===== config.mk =====
export PLATFORM = sky130hd
export DESIGN_NAME = sign_narrow_packer
export DESIGN_NICKNAME = d
export VERILOG_FILES = /design/src/rtl/sign_narrow_packer_pkg.sv /design/src/rtl/sign_narrow_lane.sv /design/src/rtl/sign_narrow_packer.sv
export SDC_FILE = /design/constraint.sdc
export NUM_CORES = 1
export LEC_CHECK = 0
export ABC_AREA = 1
export ABC_CLOCK_PERIOD_IN_PS = 2100
export BUFFER_PORTS_ARGS = -buffer_cell sky130_fd_sc_hd__clkbuf_2
export CAP_MARGIN = 30
export CORE_MARGIN = 4
export CORE_UTILIZATION = 25
export DETAILED_ROUTE_END_ITERATION = 10
export PLACE_DENSITY = 0.51
export SLEW_MARGIN = 10
export SYNTH_ARGS = -nofsm -noshare
export SYNTH_HDL_FRONTEND = slang
export SYNTH_HIERARCHICAL = 1
export SYNTH_SLANG_ARGS = --single-unit

===== constraint.sdc =====
create_clock -name clk -period 2.1 [get_ports clk]
set_input_delay 0.105 -clock clk [delete_from_list [all_inputs] [get_ports clk]]
set_output_delay 0.105 -clock clk [all_outputs]
set_load 0.02 [all_outputs]

===== src/rtl/sign_narrow_packer_pkg.sv =====
// Shared constants and width helpers for the sign-narrowing store packer.
package sign_narrow_packer_pkg;

    localparam int unsigned WORD_W    = 8;
    localparam int unsigned OUT_W_DEF = 4;
    localparam int unsigned LANES_DEF = 2;

    function automatic int lane_max(input int unsigned out_w);
        return (2 ** (out_w - 1)) - 1;
    endfunction

    function automatic int lane_min(input int unsigned out_w);
        return -(2 ** (out_w - 1));
    endfunction

    localparam int LANE_MAX = lane_max(OUT_W_DEF);
    localparam int LANE_MIN = lane_min(OUT_W_DEF);

    // A single-lane build still needs a 1-bit index register.
    function automatic int unsigned idx_width(input int unsigned lanes);
        return (lanes > 1) ? $clog2(lanes) : 1;
    endfunction

    function automatic int unsigned cnt_width(input int unsigned lanes);
        return $clog2(lanes + 1);
    endfunction

endpackage


===== src/rtl/sign_narrow_lane.sv =====
// Combinational narrowing of one signed value to a lane with an overflow flag.
// NARROW_SAT_EN selects clamping of out-of-range values; otherwise they wrap.
module sign_narrow_lane
    import sign_narrow_packer_pkg::*;
#(
    parameter int unsigned IN_W    = WORD_W,
    parameter int unsigned OUT_W   = OUT_W_DEF,
    parameter int          LaneMax = LANE_MAX,
    parameter int          LaneMin = LANE_MIN
) (
    input  logic [IN_W-1:0]  in_data_i,
    output logic [OUT_W-1:0] lane_o,
    output logic             sat_o
);

    localparam logic signed [IN_W-1:0] MaxIn = IN_W'(LaneMax);
    localparam logic signed [IN_W-1:0] MinIn = IN_W'(LaneMin);

`ifdef NARROW_SAT_EN
    localparam logic [OUT_W-1:0] MaxLane = OUT_W'(LaneMax);
    localparam logic [OUT_W-1:0] MinLane = OUT_W'(LaneMin);
`endif

    logic over;
    logic under;

    always_comb begin
        over  = $signed(in_data_i) > MaxIn;
        under = $signed(in_data_i) < MinIn;
        sat_o = over | under;
`ifdef NARROW_SAT_EN
        if (over) begin
            lane_o = MaxLane;
        end else if (under) begin
            lane_o = MinLane;
        end else begin
            lane_o = in_data_i[OUT_W-1:0];
        end
`else
        lane_o = in_data_i[OUT_W-1:0];
`endif
    end

endmodule


===== src/rtl/sign_narrow_packer.sv =====
// Narrows signed datapath values and packs LANES lanes per memory write word.
// Out-of-range handling is chosen by NARROW_SAT_EN inside sign_narrow_lane.
module sign_narrow_packer
    import sign_narrow_packer_pkg::*;
#(
    parameter int unsigned IN_W  = WORD_W,
    parameter int unsigned OUT_W = OUT_W_DEF,
    parameter int unsigned LANES = LANES_DEF
) (
    input  logic                         clk,
    input  logic                         reset,
    input  logic                         in_valid,
    output logic                         in_ready,
    input  logic [IN_W-1:0]              in_data,
    input  logic                         in_last,
    output logic                         out_valid,
    input  logic                         out_ready,
    output logic [OUT_W*LANES-1:0]       out_data,
    output logic [$clog2(LANES+1)-1:0]   out_count,
    output logic [LANES-1:0]             out_sat
);

    localparam int unsigned IdxW  = idx_width(LANES);
    localparam int unsigned CntW  = cnt_width(LANES);
    localparam int unsigned WordW = OUT_W * LANES;

    logic [IdxW-1:0]  idx_q, idx_d;
    logic [WordW-1:0] acc_q, acc_d;
    logic [LANES-1:0] sat_acc_q, sat_acc_d;
    logic             out_valid_q, out_valid_d;
    logic [WordW-1:0] out_data_q, out_data_d;
    logic [CntW-1:0]  out_count_q, out_count_d;
    logic [LANES-1:0] out_sat_q, out_sat_d;

    logic [OUT_W-1:0] lane;
    logic             lane_sat;
    logic             accept;
    logic             complete;
    logic [WordW-1:0] acc_ins;
    logic [LANES-1:0] sat_ins;

    sign_narrow_lane #(
        .IN_W    (IN_W),
        .OUT_W   (OUT_W),
        .LaneMax (lane_max(OUT_W)),
        .LaneMin (lane_min(OUT_W))
    ) u_lane (
        .in_data_i (in_data),
        .lane_o    (lane),
        .sat_o     (lane_sat)
    );

    always_comb begin
        in_ready = !out_valid_q || out_ready;
        accept   = in_valid && in_ready;
        complete = accept && (in_last || (idx_q == IdxW'(LANES - 1)));

        // Accumulator plus the lane arriving this cycle.
        acc_ins = acc_q;
        sat_ins = sat_acc_q;
        for (int l = 0; l < LANES; l++) begin
            if (idx_q == IdxW'(l)) begin
                acc_ins[l*OUT_W +: OUT_W] = lane;
                sat_ins[l]                = lane_sat;
            end
        end

        idx_d       = idx_q;
        acc_d       = acc_q;
        sat_acc_d   = sat_acc_q;
        out_valid_d = out_valid_q;
        out_data_d  = out_data_q;
        out_count_d = out_count_q;
        out_sat_d   = out_sat_q;

        if (complete) begin
            // A completing beat may coincide with the previous word's handshake.
            out_valid_d = 1'b1;
            out_data_d  = acc_ins;
            out_sat_d   = sat_ins;
            out_count_d = CntW'(idx_q) + CntW'(1);
            idx_d       = '0;
            acc_d       = '0;
            sat_acc_d   = '0;
        end else begin
            if (accept) begin
                idx_d     = idx_q + IdxW'(1);
                acc_d     = acc_ins;
                sat_acc_d = sat_ins;
            end
            if (out_valid_q && out_ready) begin
                out_valid_d = 1'b0;
            end
        end
    end

    always_ff @(posedge clk) begin
        if (reset) begin
            idx_q       <= '0;
            acc_q       <= '0;
            sat_acc_q   <= '0;
            out_valid_q <= 1'b0;
            out_data_q  <= '0;
            out_count_q <= '0;
            out_sat_q   <= '0;
        end else begin
            idx_q       <= idx_d;
            acc_q       <= acc_d;
            sat_acc_q   <= sat_acc_d;
            out_valid_q <= out_valid_d;
            out_data_q  <= out_data_d;
            out_count_q <= out_count_d;
            out_sat_q   <= out_sat_d;
        end
    end

    assign out_valid = out_valid_q;
    assign out_data  = out_data_q;
    assign out_count = out_count_q;
    assign out_sat   = out_sat_q;

endmodule


Word-level counts from Yosys, hierarchy flattened
Cells that the tools add are included.
{"block": "totals", "register_bits": 24, "in_bits": 13}
{"block": "op_classes", "n_addsub": 2, "n_mux": 6, "n_bitwise": 1, "n_reduce_logical": 8, "magnitude_cmp": 2}
{"cell": "> comparator 8 x 4 -> 1 bit (second input constant)", "n": 1}
{"cell": "< comparator 8 x 4 -> 1 bit (second input constant)", "n": 1}
{"cell": "2-to-1 mux 4 bit", "n": 2}
{"cell": "2-to-1 mux 1 bit", "n": 4}
{"cell": "logical AND 1 bit", "n": 3}
{"cell": "adder 1 x 1 -> 2 bit (second input constant)", "n": 1}
{"cell": "logical OR 1 bit", "n": 2}
{"cell": "nonzero test 2 bit", "n": 1}
{"cell": "OR reduction 2 bit", "n": 1}
{"cell": "adder 1 bit (second input constant)", "n": 1}
{"cell": "logical NOT 1 bit", "n": 1}
{"cell": "bitwise OR 1 bit", "n": 1}

Longest topological paths before layout
Gate-level depths: netlist of the first run.
{"block": "logic_depth", "word_depth": 5, "depth_mapped": 8, "ltp_nobuf": 8}

Hierarchy
Netlist of the first run, hierarchy kept.
{"mod": "sign_narrow_packer", "instances": 1, "area_per_inst_um2": 1093.5, "cells_each": 139, "seq_area_each_um2": 480.5}
{"mod": "sign_narrow_lane", "instances": 1, "area_per_inst_um2": 72.6, "cells_each": 15, "seq_area_each_um2": 0.0}

Worst setup path before layout of the first run
No wires, ideal clock.
{"block": "synth_path", "path_kind": "register -> register", "start": "register out_valid_q, in the netlist out_valid", "end": "register out_data_q[2], in the netlist out_data[2]", "setup_time_ns": 0.113, "arrival_ns": 1.013, "path_slack_ns": 0.973, "period_less_slack_ns": 1.127, "path_stages_with_launch": 7, "path_cell_list": "dfxtp_1 -> nand2_4 -> nand2_2 -> inv_2 -> buf_4 -> nand3_1 -> nand2_1"}
{"block": "synth_via", "elab_chain_cells": 4}
{"element": "start, declared", "line_no": "sign_narrow_packer.sv:30", "rtl": "logic out_valid_q, out_valid_d;"}
{"element": "start signal, assigned", "line_no": "sign_narrow_packer.sv:110", "rtl": "out_valid_q <= out_valid_d;"}
{"element": "logical NOT 1 bit", "line_no": "sign_narrow_packer.sv:54", "rtl": "in_ready = !out_valid_q || out_ready;"}
{"element": "logical OR 1 bit", "line_no": "sign_narrow_packer.sv:54"}
{"element": "named net in_ready", "line_no": "sign_narrow_packer.sv:13", "rtl": "output logic in_ready,"}
{"element": "logical AND 1 bit", "line_no": "sign_narrow_packer.sv:55", "rtl": "accept = in_valid && in_ready;"}
{"element": "logical AND 1 bit", "line_no": "sign_narrow_packer.sv:56", "rtl": "complete = accept && (in_last || (idx_q == IdxW'(LANES - 1)));"}
{"element": "end signal, assigned", "line_no": "sign_narrow_packer.sv:111", "rtl": "out_data_q <= out_data_d;"}
{"element": "end, declared", "line_no": "sign_narrow_packer.sv:31", "rtl": "logic [WordW-1:0] out_data_q, out_data_d;"}
The timed path passes the listed nets, and every way through them passes these cells.
A chain may end at the register's enable or synchronous reset.

Worst setup path in the final report of the first run
{"block": "layout_path", "start": "register idx_q", "end": "register acc_q[7]"}
{"block": "layout_via", "elab_chain_cells": 3, "word_cells_on_any_way": 4, "classes_between": "mux: 1; reduce/logical: 3"}
{"element": "start, declared", "line_no": "sign_narrow_packer.sv:27", "rtl": "logic [IdxW-1:0] idx_q, idx_d;"}
{"element": "start signal, assigned", "line_no": "sign_narrow_packer.sv:107", "rtl": "idx_q <= idx_d;"}
{"element": "logical OR 1 bit", "line_no": "sign_narrow_packer.sv:56"}
{"element": "logical AND 1 bit", "line_no": "sign_narrow_packer.sv:56"}
{"element": "OR reduction 2 bit (no line)"}
{"element": "end signal, assigned", "line_no": "sign_narrow_packer.sv:100", "rtl": "acc_q <= '0;"}
{"element": "end signal, assigned", "line_no": "sign_narrow_packer.sv:108", "rtl": "acc_q <= acc_d;"}
{"element": "end, declared", "line_no": "sign_narrow_packer.sv:28", "rtl": "logic [WordW-1:0] acc_q, acc_d;"}
Several ways; a longest one is shown, not always the timed one.

==> results.json, run 1 <==
{
  "hold_viol": 0,
  "clk_latency_ns": 0.27,
  "status": "finished, final reports clean",
  "ant_nets": 0,
  "cp.buffers_inverters": 1,
  "instances_no_fill": 225,
  "global_route.usage.total_pct": 8.98,
  "layout.cells.most_common_list": "sky130_fd_sc_hd__nand2_1 (57), sky130_fd_sc_hd__clkbuf_2 (26), sky130_fd_sc_hd__dfxtp_1 (24), sky130_fd_sc_hd__nand3_1 (22), sky130_fd_sc_hd__a21oi_2 (12)",
  "synthMuxAreaShare_pct": 0,
  "fraction_of_the_mapped_netlist_area_in_compound_gates_pct": 13.3,
  "ctsLongestPathBuffers": 2,
  "use_met2_pct": 15.4,
  "synth_largest_type_area_fraction_pct": 41.2,
  "worst_setup_hold_path_clk_slew_ns": 0.09,
  "synth-simple-area-share_pct": 33.2,
  "synth.avg_cell_area_um2": 7.57,
  "gp_congestion": 0.708,
  "cp_cell_sequence": "inv_2 -> nand2_2 -> nand3_4 -> nand2_2 -> a21oi_2",
  "yosysTopAreaCell": "sky130_fd_sc_hd__dfxtp_1",
  "timing.critical_path.from_type": "flip-flop",
  "first_global_vias": 997,
  "placed_area_um2": 1270,
  "fillerInstances": 500,
  "route.detailed.vias_per_inst": 4.38,
  "timing.critical_path.slowest_stage_cell": "sky130_fd_sc_hd__dfxtp_1",
  "synth-async-reset-ratio_pct": 0,
  "finalInstanceArea_um2": 1340,
  "remaining_global_route_overflow": 0,
  "post-layout-total-power_w": 0.00106,
  "tritoncts": "done",
  "dieArea_um2": 5820,
  "ys_top_cells_by_area": "sky130_fd_sc_hd__dfxtp_1 (41%), sky130_fd_sc_hd__nand2_1 (18%), sky130_fd_sc_hd__nand3_1 (9.4%), sky130_fd_sc_hd__a21oi_2 (9.0%), sky130_fd_sc_hd__buf_4 (4.5%)",
  "synthesis.yosys.warnings": 6,
  "wirelength_um": 2480,
  "sequential_cell_area_fraction_in_the_yosys_report_pct": 41.2,
  "antenna_found_initial": 0,
  "area_growth_pct": 14.7,
  "drive_gt1_share_pct": 30.6,
  "cts_post_setup_buffers_inserted": 0,
  "die_w_um": 76.3,
  "critPathTopFamily": "simple AND/OR/NAND/NOR gates",
  "firstDrtPassIters": 4,
  "synth_cell_type_count": 17,
  "route.detailed.drc": 0,
  "cts-resized-gates": 0,
  "rsz_0062_raised_after_global_routing": "false",
  "vdd.ir_drop.worst_mv": 0.252,
  "synth_xor_xnor_area_share_pct": 0,
  "max_cap_violations": 0,
  "global_route.usage.met3_pct": 2.72,
  "place.detailed.instances": 221,
  "start_util_pct": 26.2,
  "cts.sink_count": 24,
  "max_slew.worst_pin.slew_ns": 0.359,
  "leakagePower_nw": 0.622,
  "coreArea_um2": 4440,
  "cts_max_level": 1,
  "path_max_fanout": 14,
  "std_cell_rows": 24,
  "detail_route.iter0.violations": 46,
  "yosys.area_share.adder_pct": 0,
  "timing.final.setup_violations": 0,
  "max_clock_freq_mhz": 776,
  "synth_top_family_by_area": "simple AND/OR/NAND/NOR gates",
  "post-route-min-period_ns": 1.29,
  "fin_tns_setup_ns": 0,
  "hold_class": "in2reg",
  "number_of_buffers_created_by_cts": 3,
  "worst_path_most_repeated_cell": "sky130_fd_sc_hd__nand2_2",
  "cp_data_required_time_ns": 2.30,
  "maximum_number_of_pins_on_one_net_before_global_route_repair": 21,
  "timing.clock.skew_ns": 0.00514,
  "grt_use_met1_pct": 10.5,
  "final.period_utilization_pct": 61.4,
  "cp.arrival_ns": 1.49,
  "via_count": 985,
  "synth_ff_type": "sky130_fd_sc_hd__dfxtp_1",
  "layout.cells.most_common": "sky130_fd_sc_hd__nand2_1",
  "post-dp-hpwl_um": 1830,
  "root_buffer": "sky130_fd_sc_hd__clkbuf_8",
  "slew_headroom_pct": 76.0,
  "floorplan.io_pins": 27,
  "dieHeight_um": 76.3,
  "grt_first_pass_wirelength_um": 4290,
  "postSynthNetCount": 167,
  "crit_type": "reg2reg",
  "power.density_nw_per_um2": 794,
  "fin_util_pct": 30.1,
  "slew_viol_final": 0,
  "syn-instance-count": 154,
  "n_antenna_cell": 0,
  "final_net_count": 187,
  "setup.worst_path.end_class": "flip-flop",
  "portBuffers": 26,
  "cpPeakStageDelay_ns": 0.32,
  "detail_route.wl_per_cell_um": 11.0,
  "hold_buffers": 0,
  "count_of_flip_flops_with_a_built_in_enable_after_synthesis": 0,
  "ys_seq_elements": 24,
  "syn-cell-area_um2": 1170,
  "global_route.peak_usage_layer": "met2"
}
report_power, final:
group          leakage (nW)  internal, W  switching [W]  total, W
Combinational         0.390    0.0000509       0.000111  0.000162
Sequential            0.196     0.000478      0.0000124  0.000491
Clock                0.0357     0.000255       0.000154  0.000410
Yosys cell counts, types with 2 or more instances:
cell type                 instances
sky130_fd_sc_hd__dfxtp_1         24
sky130_fd_sc_hd__nand3_1         22
sky130_fd_sc_hd__a21oi_1          2
sky130_fd_sc_hd__nand2_1         57
sky130_fd_sc_hd__buf_6            4
sky130_fd_sc_hd__o21ai_1          3
sky130_fd_sc_hd__inv_1            8
sky130_fd_sc_hd__buf_4            7
sky130_fd_sc_hd__a21oi_2         12
sky130_fd_sc_hd__inv_2            3
sky130_fd_sc_hd__nand2_2          3
sky130_fd_sc_hd__nor2_1           4
sequential cells by signal, indices dropped and copies added, names as in the netlist:
signal,cells
out_count,2
acc_q,8
out_valid,1
out_sat,2
out_data,8
sat_acc_q,2
idx_q,1
final timing paths:
kind | start | to | slack (ns) | cells past startpoint
worst max-delay path | idx_q$_SDFFE_PP0P_ | acc_q[7]$_SDFFE_PP0P_ | 0.81 | 5
worst min-delay path | reset | out_valid$_SDFFE_PP0P_ | 0.06 | 2
worst max register to register | idx_q$_SDFFE_PP0P_ | acc_q[7]$_SDFFE_PP0P_ | 0.81 | 5
worst min register to register | out_count[0]$_SDFFE_PP0P_ | out_count[0]$_SDFFE_PP0P_ | 0.45 | 2
kinds of logic after synthesis:
group           Yosys count
compound gates           19
buf+inv                  23
flops                    24
simple gates             88
stage by stage:
stage / setup WS (ns) / hold slack (ns)
after global routing: 0.691 / 0.0892
final: 0.811 / 0.0628
after global placement: 0.841 / 0.362
after detailed placement: 0.803 / 0.354
after floorplan: 0.973 / 0.167
after CTS: 0.782 / 0.0588
routing by layer:
metal | up-vias | wire length, um | part of all wire (%)
li1 | 524 | - | -
met1 | 439 | 1170 | 47
met2 | 17 | 1140 | 46
met3 | 5 | 120 | 4.8
met4 | 0 | 38 | 1.5
met5 | - | 0 | 0
area by class of cell:
cell class                      count  area [um^2]  share of cell area, %
Clock buffer                        3         41.3                   3.09
Tap cell                           52         65.1                   4.86
Multi-Input combinational cell    107          542                   40.5
Clock inverter                      1         30.0                   2.25
Inverter                           11         41.3                   3.09
Sequential cell                    24          480                   35.9
Timing Repair Buffer               27          138                   10.3
Power figures use the tool's default switching activity.
==> run 2, diff against run 1 <==
- ABC_AREA: 1 -> 0
- ABC_CLOCK_PERIOD_IN_PS: 2100 -> 1090
- PLACE_DENSITY: 0.51 -> 0.53
- clock period: 2.1 -> 1.09 ns (I/O delays scaled with it)
==> run 2 against run 1 <==
The run now ends with setup timing left. Die area fell by 12%. Global-route usage rose by 1.4 points. First-iteration DRC count fell by 28%. Via count fell by 18%. Combinational power rose by 110%. Sequential power rose by 90%. Routed wire length fell by 2.0%. Area after synthesis fell by 13%. Final cell count fell by 23%. Critical path type is now reg2out. Largest cell class unchanged.
==> results.json, run 2 <==
{
  "antenna_found_initial": 0,
  "final_net_count": 140,
  "max_cap_violations": 0,
  "timing.critical_path.slowest_stage_cell": "sky130_fd_sc_hd__dfxtp_4",
  "std_cell_rows": 22,
  "sequential_cell_area_fraction_in_the_yosys_report_pct": 47.6,
  "syn-cell-area_um2": 1010,
  "ys_seq_elements": 24,
  "cts_max_level": 1,
  "gp_congestion": 0.731,
  "wirelength_um": 2430,
  "clk_latency_ns": 0.27,
  "synth.cells.most_frequent": "sky130_fd_sc_hd__dfxtp_1 (24), sky130_fd_sc_hd__mux2i_1 (11), sky130_fd_sc_hd__o2bb2ai_1 (10), sky130_fd_sc_hd__a21oi_1 (8)",
  "fin_tns_setup_ns": -0.472,
  "remaining_global_route_overflow": 0,
  "synth_largest_type_area_fraction_pct": 47.6,
  "hold_class": "in2reg",
  "timing.clock.skew_ns": 0.00249,
  "count_of_flip_flops_with_a_built_in_enable_after_synthesis": 0,
  "maximum_number_of_pins_on_one_net_before_global_route_repair": 16,
  "coreArea_um2": 3770,
  "final.period_utilization_pct": 104,
  "violations": "setup timing",
  "n_antenna_cell": 0,
  "postSynthNetCount": 107,
  "hold_viol": 0,
  "ant_nets": 0,
  "power.density_nw_per_um2": 1420,
  "timing.final.setup_violations": 21,
  "slew_viol_final": 0,
  "die_w_um": 71.6,
  "synthesis.yosys.warnings": 6,
  "global_route.usage.total_pct": 10.3,
  "cp_data_required_time_ns": 1.04,
  "leakagePower_nw": 0.561,
  "ys_top_cells_by_area": "sky130_fd_sc_hd__dfxtp_1 (48%), sky130_fd_sc_hd__mux2i_1 (11%), sky130_fd_sc_hd__o2bb2ai_1 (8.7%), sky130_fd_sc_hd__a21oi_1 (4.0%), sky130_fd_sc_hd__buf_4 (3.7%)",
  "route.detailed.vias_per_inst": 4.66,
  "status": "finished with violations",
  "fillerInstances": 378,
  "cts.sink_count": 24,
  "cp.arrival_ns": 1.08,
  "route.detailed.drc": 0,
  "portBuffers": 26,
  "first_global_vias": 852,
  "yosysMostFrequentCell": "sky130_fd_sc_hd__dfxtp_1",
  "cp_cell_sequence": "nor2b_4 -> inv_4 -> buf_6 -> buf_8",
  "grt_first_pass_wirelength_um": 4210,
  "max_clock_freq_mhz": 878,
  "instances_no_fill": 174,
  "detail_route.wl_per_cell_um": 13.9,
  "place.detailed.instances": 168,
  "rsz_0062_raised_after_global_routing": "true",
  "firstDrtPassIters": 4,
  "timing.final.ws_setup_ns": -0.0485,
  "tritoncts": "done",
  "cpPeakStageDelay_ns": 0.35,
  "synth_ff_type": "sky130_fd_sc_hd__dfxtp_1",
  "ctsLongestPathBuffers": 2,
  "floorplan.io_pins": 27,
  "area_growth_pct": 36.7,
  "post-route-min-period_ns": 1.14,
  "via_count": 811,
  "slew_headroom_pct": 77.2,
  "setup.worst_path.end_class": "output port",
  "synth_cell_type_count": 24,
  "max_slew.worst_pin.slew_ns": 0.333,
  "yosysTopAreaCell": "sky130_fd_sc_hd__dfxtp_1",
  "layout.cells.most_common_list": "sky130_fd_sc_hd__clkbuf_2 (25), sky130_fd_sc_hd__dfxtp_1 (23), sky130_fd_sc_hd__mux2i_1 (11), sky130_fd_sc_hd__o2bb2ai_1 (10), sky130_fd_sc_hd__buf_4 (6)",
  "detail_route.iter0.violations": 33,
  "syn-instance-count": 94,
  "crit_type": "reg2out",
  "path_max_fanout": 5,
  "synth-async-reset-ratio_pct": 0,
  "root_buffer": "sky130_fd_sc_hd__clkbuf_8",
  "dieHeight_um": 71.6,
  "drive_gt1_share_pct": 43.7,
  "start_util_pct": 26.8,
  "synth.avg_cell_area_um2": 10.7,
  "timing.critical_path.from_type": "flip-flop",
  "layout.cells.most_common": "sky130_fd_sc_hd__clkbuf_2",
  "post-layout-total-power_w": 0.00197,
  "vdd.ir_drop.worst_mv": 0.672,
  "worst_setup_hold_path_clk_slew_ns": 0.09,
  "dieArea_um2": 5120,
  "number_of_buffers_created_by_cts": 3
}
-- run 2: layout make-up --
cell class | instances | area (um^2) | area share [%]
inverter | 1 | 6.26 | 0.453
timing repair buffer | 36 | 239 | 17.3
sequential | 24 | 484 | 35.1
multi-input combinational | 61 | 524 | 38.0
clock buffer | 4 | 66.3 | 4.81
tap | 48 | 60.1 | 4.35
-- run 2: cells by family after synthesis --
logic type | share of synthesized area [%]
simple gates | 15.0
compound gates | 19.2
mux | 10.9
flops | 47.6
buf+inv | 7.31
-- run 2: worst paths after layout --
path / depth (start not counted) / slack (ns) / startpoint / end
setup / recovery: 4 / -0.05 / out_valid$_SDFFE_PP0P_ / in_ready
hold / removal: 3 / 0.04 / in_data[1] / acc_q[1]$_SDFFE_PP0P_
setup reg to reg: 5 / -0.04 / out_valid$_SDFFE_PP0P_ / sat_acc_q[1]$_SDFFE_PP0P_
hold reg to reg: 1 / 0.46 / out_data[1]$_SDFFE_PP0P_ / out_data[1]$_SDFFE_PP0P_
-- run 2: metrics by stage --
| step | instance area, um^2 | util (%) | hold slack, ns | worst slack (ns) |
|---|---|---|---|---|
| CTS | 1340 | 35.6 | 0.0415 | -0.0799 |
| global route | 1380 | 36.6 | 0.0804 | -0.0899 |
| global placement | 1220 | 32.4 | 0.323 | -0.00188 |
| detailed placement | 1220 | 32.4 | 0.335 | -0.0541 |
| floorplan | 1030 | - | 0.117 | -0.0764 |
| finish | 1380 | 36.6 | 0.0414 | -0.0485 |
-- run 2: routing by layer --
metal	vias up	GRT usage, %	wire length [um]
li1	408	-	-
met1	378	14.1	1150
met2	23	15.0	1120
met3	2	3.65	137
met4	0	3.76	12
met5	-	0	0
-- run 2: repair_timing --
item / in CTS / in global routing
setup buffers: 1 / 0
resized for setup: 8 / 9
pin swaps: 0 / 1
setup endpoints to repair: 17 / 25
hold buffers: 0 / 0
cloned: 1 / 0
-- run 2: critical path, delay by kind of cell, from the launching register on --
| family | cells | cell delay (ns) |
|---|---|---|
| flops | 1 | 0.35 |
| buf+inv | 3 | 0.30 |
| simple gates | 1 | 0.16 |
-- run 2: report_power, final --
group | switching [W] | total [W] | leakage [nW] | internal (W)
Clock | 0.000294 | 0.000693 | 0.0339 | 0.000399
Combinational | 0.000186 | 0.000339 | 0.331 | 0.000153
Sequential | 0.0000211 | 0.000935 | 0.196 | 0.000914
==> run 3, diff against run 2 <==
- CORE_UTILIZATION: 25 -> 40
- PLACE_DENSITY: 0.53 -> 0.74
==> run 3 against run 2 <==
The flow still finishes with violations (setup timing). Design area up 5.6%. Largest power group unchanged. Non-clock buffer count is 4 higher. Clock power down 21%. Fmax decreased by 5.6%. Critical path type unchanged. Final cell count shrank 9.2%. Largest cell class unchanged. Sequential power is 0.6% higher.
==> results.json, run 3 (same netlist as run 2, synthesis figures left out) <==
{
  "status": "finished with violations",
  "violations": "setup timing",
  "dieHeight_um": 58.2,
  "floorplan.io_pins": 27,
  "timing.critical_path.from_type": "flip-flop",
  "route.detailed.vias_per_inst": 5.53,
  "power.density_nw_per_um2": 1280,
  "tritoncts": "done",
  "dieArea_um2": 3390,
  "drive_gt1_share_pct": 56.9,
  "crit_type": "reg2out",
  "place.detailed.instances": 148,
  "remaining_global_route_overflow": 0,
  "max_clock_freq_mhz": 829,
  "vdd.ir_drop.worst_mv": 0.746,
  "slew_headroom_pct": 72.4,
  "ctsLongestPathBuffers": 2,
  "start_util_pct": 44.0,
  "number_of_buffers_created_by_cts": 3,
  "setup.worst_path.end_class": "output port",
  "firstDrtPassIters": 4,
  "global_route.usage.total_pct": 16.6,
  "final_net_count": 144,
  "detail_route.iter0.violations": 10,
  "detail_route.wl_per_cell_um": 16.3,
  "gp_congestion": 0.772,
  "portBuffers": 26,
  "timing.final.setup_violations": 18,
  "slew_viol_final": 0,
  "dp_worst_setup_slack_ns": -0.0605,
  "first_global_vias": 908,
  "coreArea_um2": 2300,
  "timing.final.ws_setup_ns": -0.116,
  "clk_latency_ns": 0.31,
  "root_buffer": "sky130_fd_sc_hd__clkbuf_4",
  "rsz_0062_raised_after_global_routing": "true",
  "max_cap_violations": 0,
  "max_slew.worst_pin.slew_ns": 0.413,
  "std_cell_rows": 17,
  "cts.sink_count": 24,
  "cp.arrival_ns": 1.15,
  "cts_max_level": 1,
  "post-dp-hpwl_um": 1580,
  "instances_no_fill": 158,
  "maximum_number_of_pins_on_one_net_before_global_route_repair": 15,
  "worst_setup_hold_path_clk_slew_ns": 0.13,
  "cp_data_required_time_ns": 1.04,
  "leakagePower_nw": 0.597,
  "ant_nets": 0,
  "layout.cells.most_common_list": "sky130_fd_sc_hd__clkbuf_2 (25), sky130_fd_sc_hd__dfxtp_1 (22), sky130_fd_sc_hd__mux2i_1 (11), sky130_fd_sc_hd__o2bb2ai_2 (10), sky130_fd_sc_hd__buf_4 (7)",
  "hold_viol": 0,
  "via_count": 874,
  "post-route-min-period_ns": 1.21,
  "route.detailed.drc": 0,
  "die_w_um": 58.2,
  "grt_first_pass_wirelength_um": 4320,
  "final.period_utilization_pct": 111,
  "area_growth_pct": 44.4,
  "hold_class": "in2reg",
  "antenna_found_initial": 0,
  "layout.cells.most_common": "sky130_fd_sc_hd__clkbuf_2",
  "n_antenna_cell": 0,
  "timing.clock.skew_ns": 0.00214,
  "fillerInstances": 184,
  "wirelength_um": 2570,
  "path_max_fanout": 5
}
-- run 3: cell types whose count changed in the layout (fill, tap and decap cells not counted), sizes merged --
cell	delta
buf	+1
dlygate4sd3	+3
-- run 3: critical path: stages, from the launching register on --
cell	delay (ns)
sky130_fd_sc_hd__dfxtp_4	0.36
sky130_fd_sc_hd__nor2b_4	0.17
sky130_fd_sc_hd__inv_4	0.07
sky130_fd_sc_hd__buf_6	0.12
sky130_fd_sc_hd__buf_8	0.12
-- run 3: metal layers --
metal / vias to the layer above / wire length [um] / track usage [%]
li1: 415 / - / -
met4: 0 / 31 / 6.29
met5: - / 0 / 0
met3: 4 / 159 / 2.45
met1: 429 / 1040 / 19.1
met2: 26 / 1350 / 30.5
-- run 3: final timing paths --
kind / slack (ns) / end / depth (start not counted) / start
min reg2reg: 0.48 / out_data[3]$_SDFFE_PP0P_ / 1 / out_data[3]$_SDFFE_PP0P_
max reg2reg: -0.09 / sat_acc_q[1]$_SDFFE_PP0P_ / 5 / out_valid$_SDFFE_PP0P_
max: -0.12 / in_ready / 4 / out_valid$_SDFFE_PP0P_
min: 0.02 / acc_q[0]$_SDFFE_PP0P_ / 3 / in_data[0]
-- run 3: through the flow --
| step | hold slack [ns] | instance area [um^2] | total power (W) | setup TNS [ns] | util (%) |
|---|---|---|---|---|---|
| after floorplan | 0.117 | 1030 | 0.00115 | -0.846 | - |
| after detailed placement | 0.340 | 1200 | 0.00125 | -0.323 | 52.1 |
| after global placement | 0.323 | 1200 | 0.00124 | 0 | 52.1 |
| after CTS | 0.00581 | 1440 | 0.00188 | -1.64 | 62.6 |
| after global routing | 0.000195 | 1460 | 0.00197 | -2.83 | 63.5 |
| final | 0.0154 | 1460 | 0.00187 | -1.35 | 63.5 |
-- run 3: power by group --
part	total [W]	switching, W	internal, W
registers	0.000941	0.0000255	0.000915
logic	0.000382	0.000210	0.000172
clock network	0.000548	0.000268	0.000280
-- run 3: area by class of cell --
type | instances | area, um^2 | share of cell area, %
multi-input combinational | 61 | 612 | 42.0
sequential | 24 | 485 | 33.3
timing repair buffer | 40 | 272 | 18.6
clock buffer | 4 | 47.5 | 3.26
tap | 28 | 35.0 | 2.40
inverter | 1 | 6.26 | 0.429
-- run 3: repair_timing --
action,in CTS,in global routing
setup buffers,4,0
gates resized for setup,24,15
endpoints found under the setup margin,18,24
hold buffers,2,1
endpoints found under the hold margin,2,1
gates cloned,2,0
pin swaps,2,4
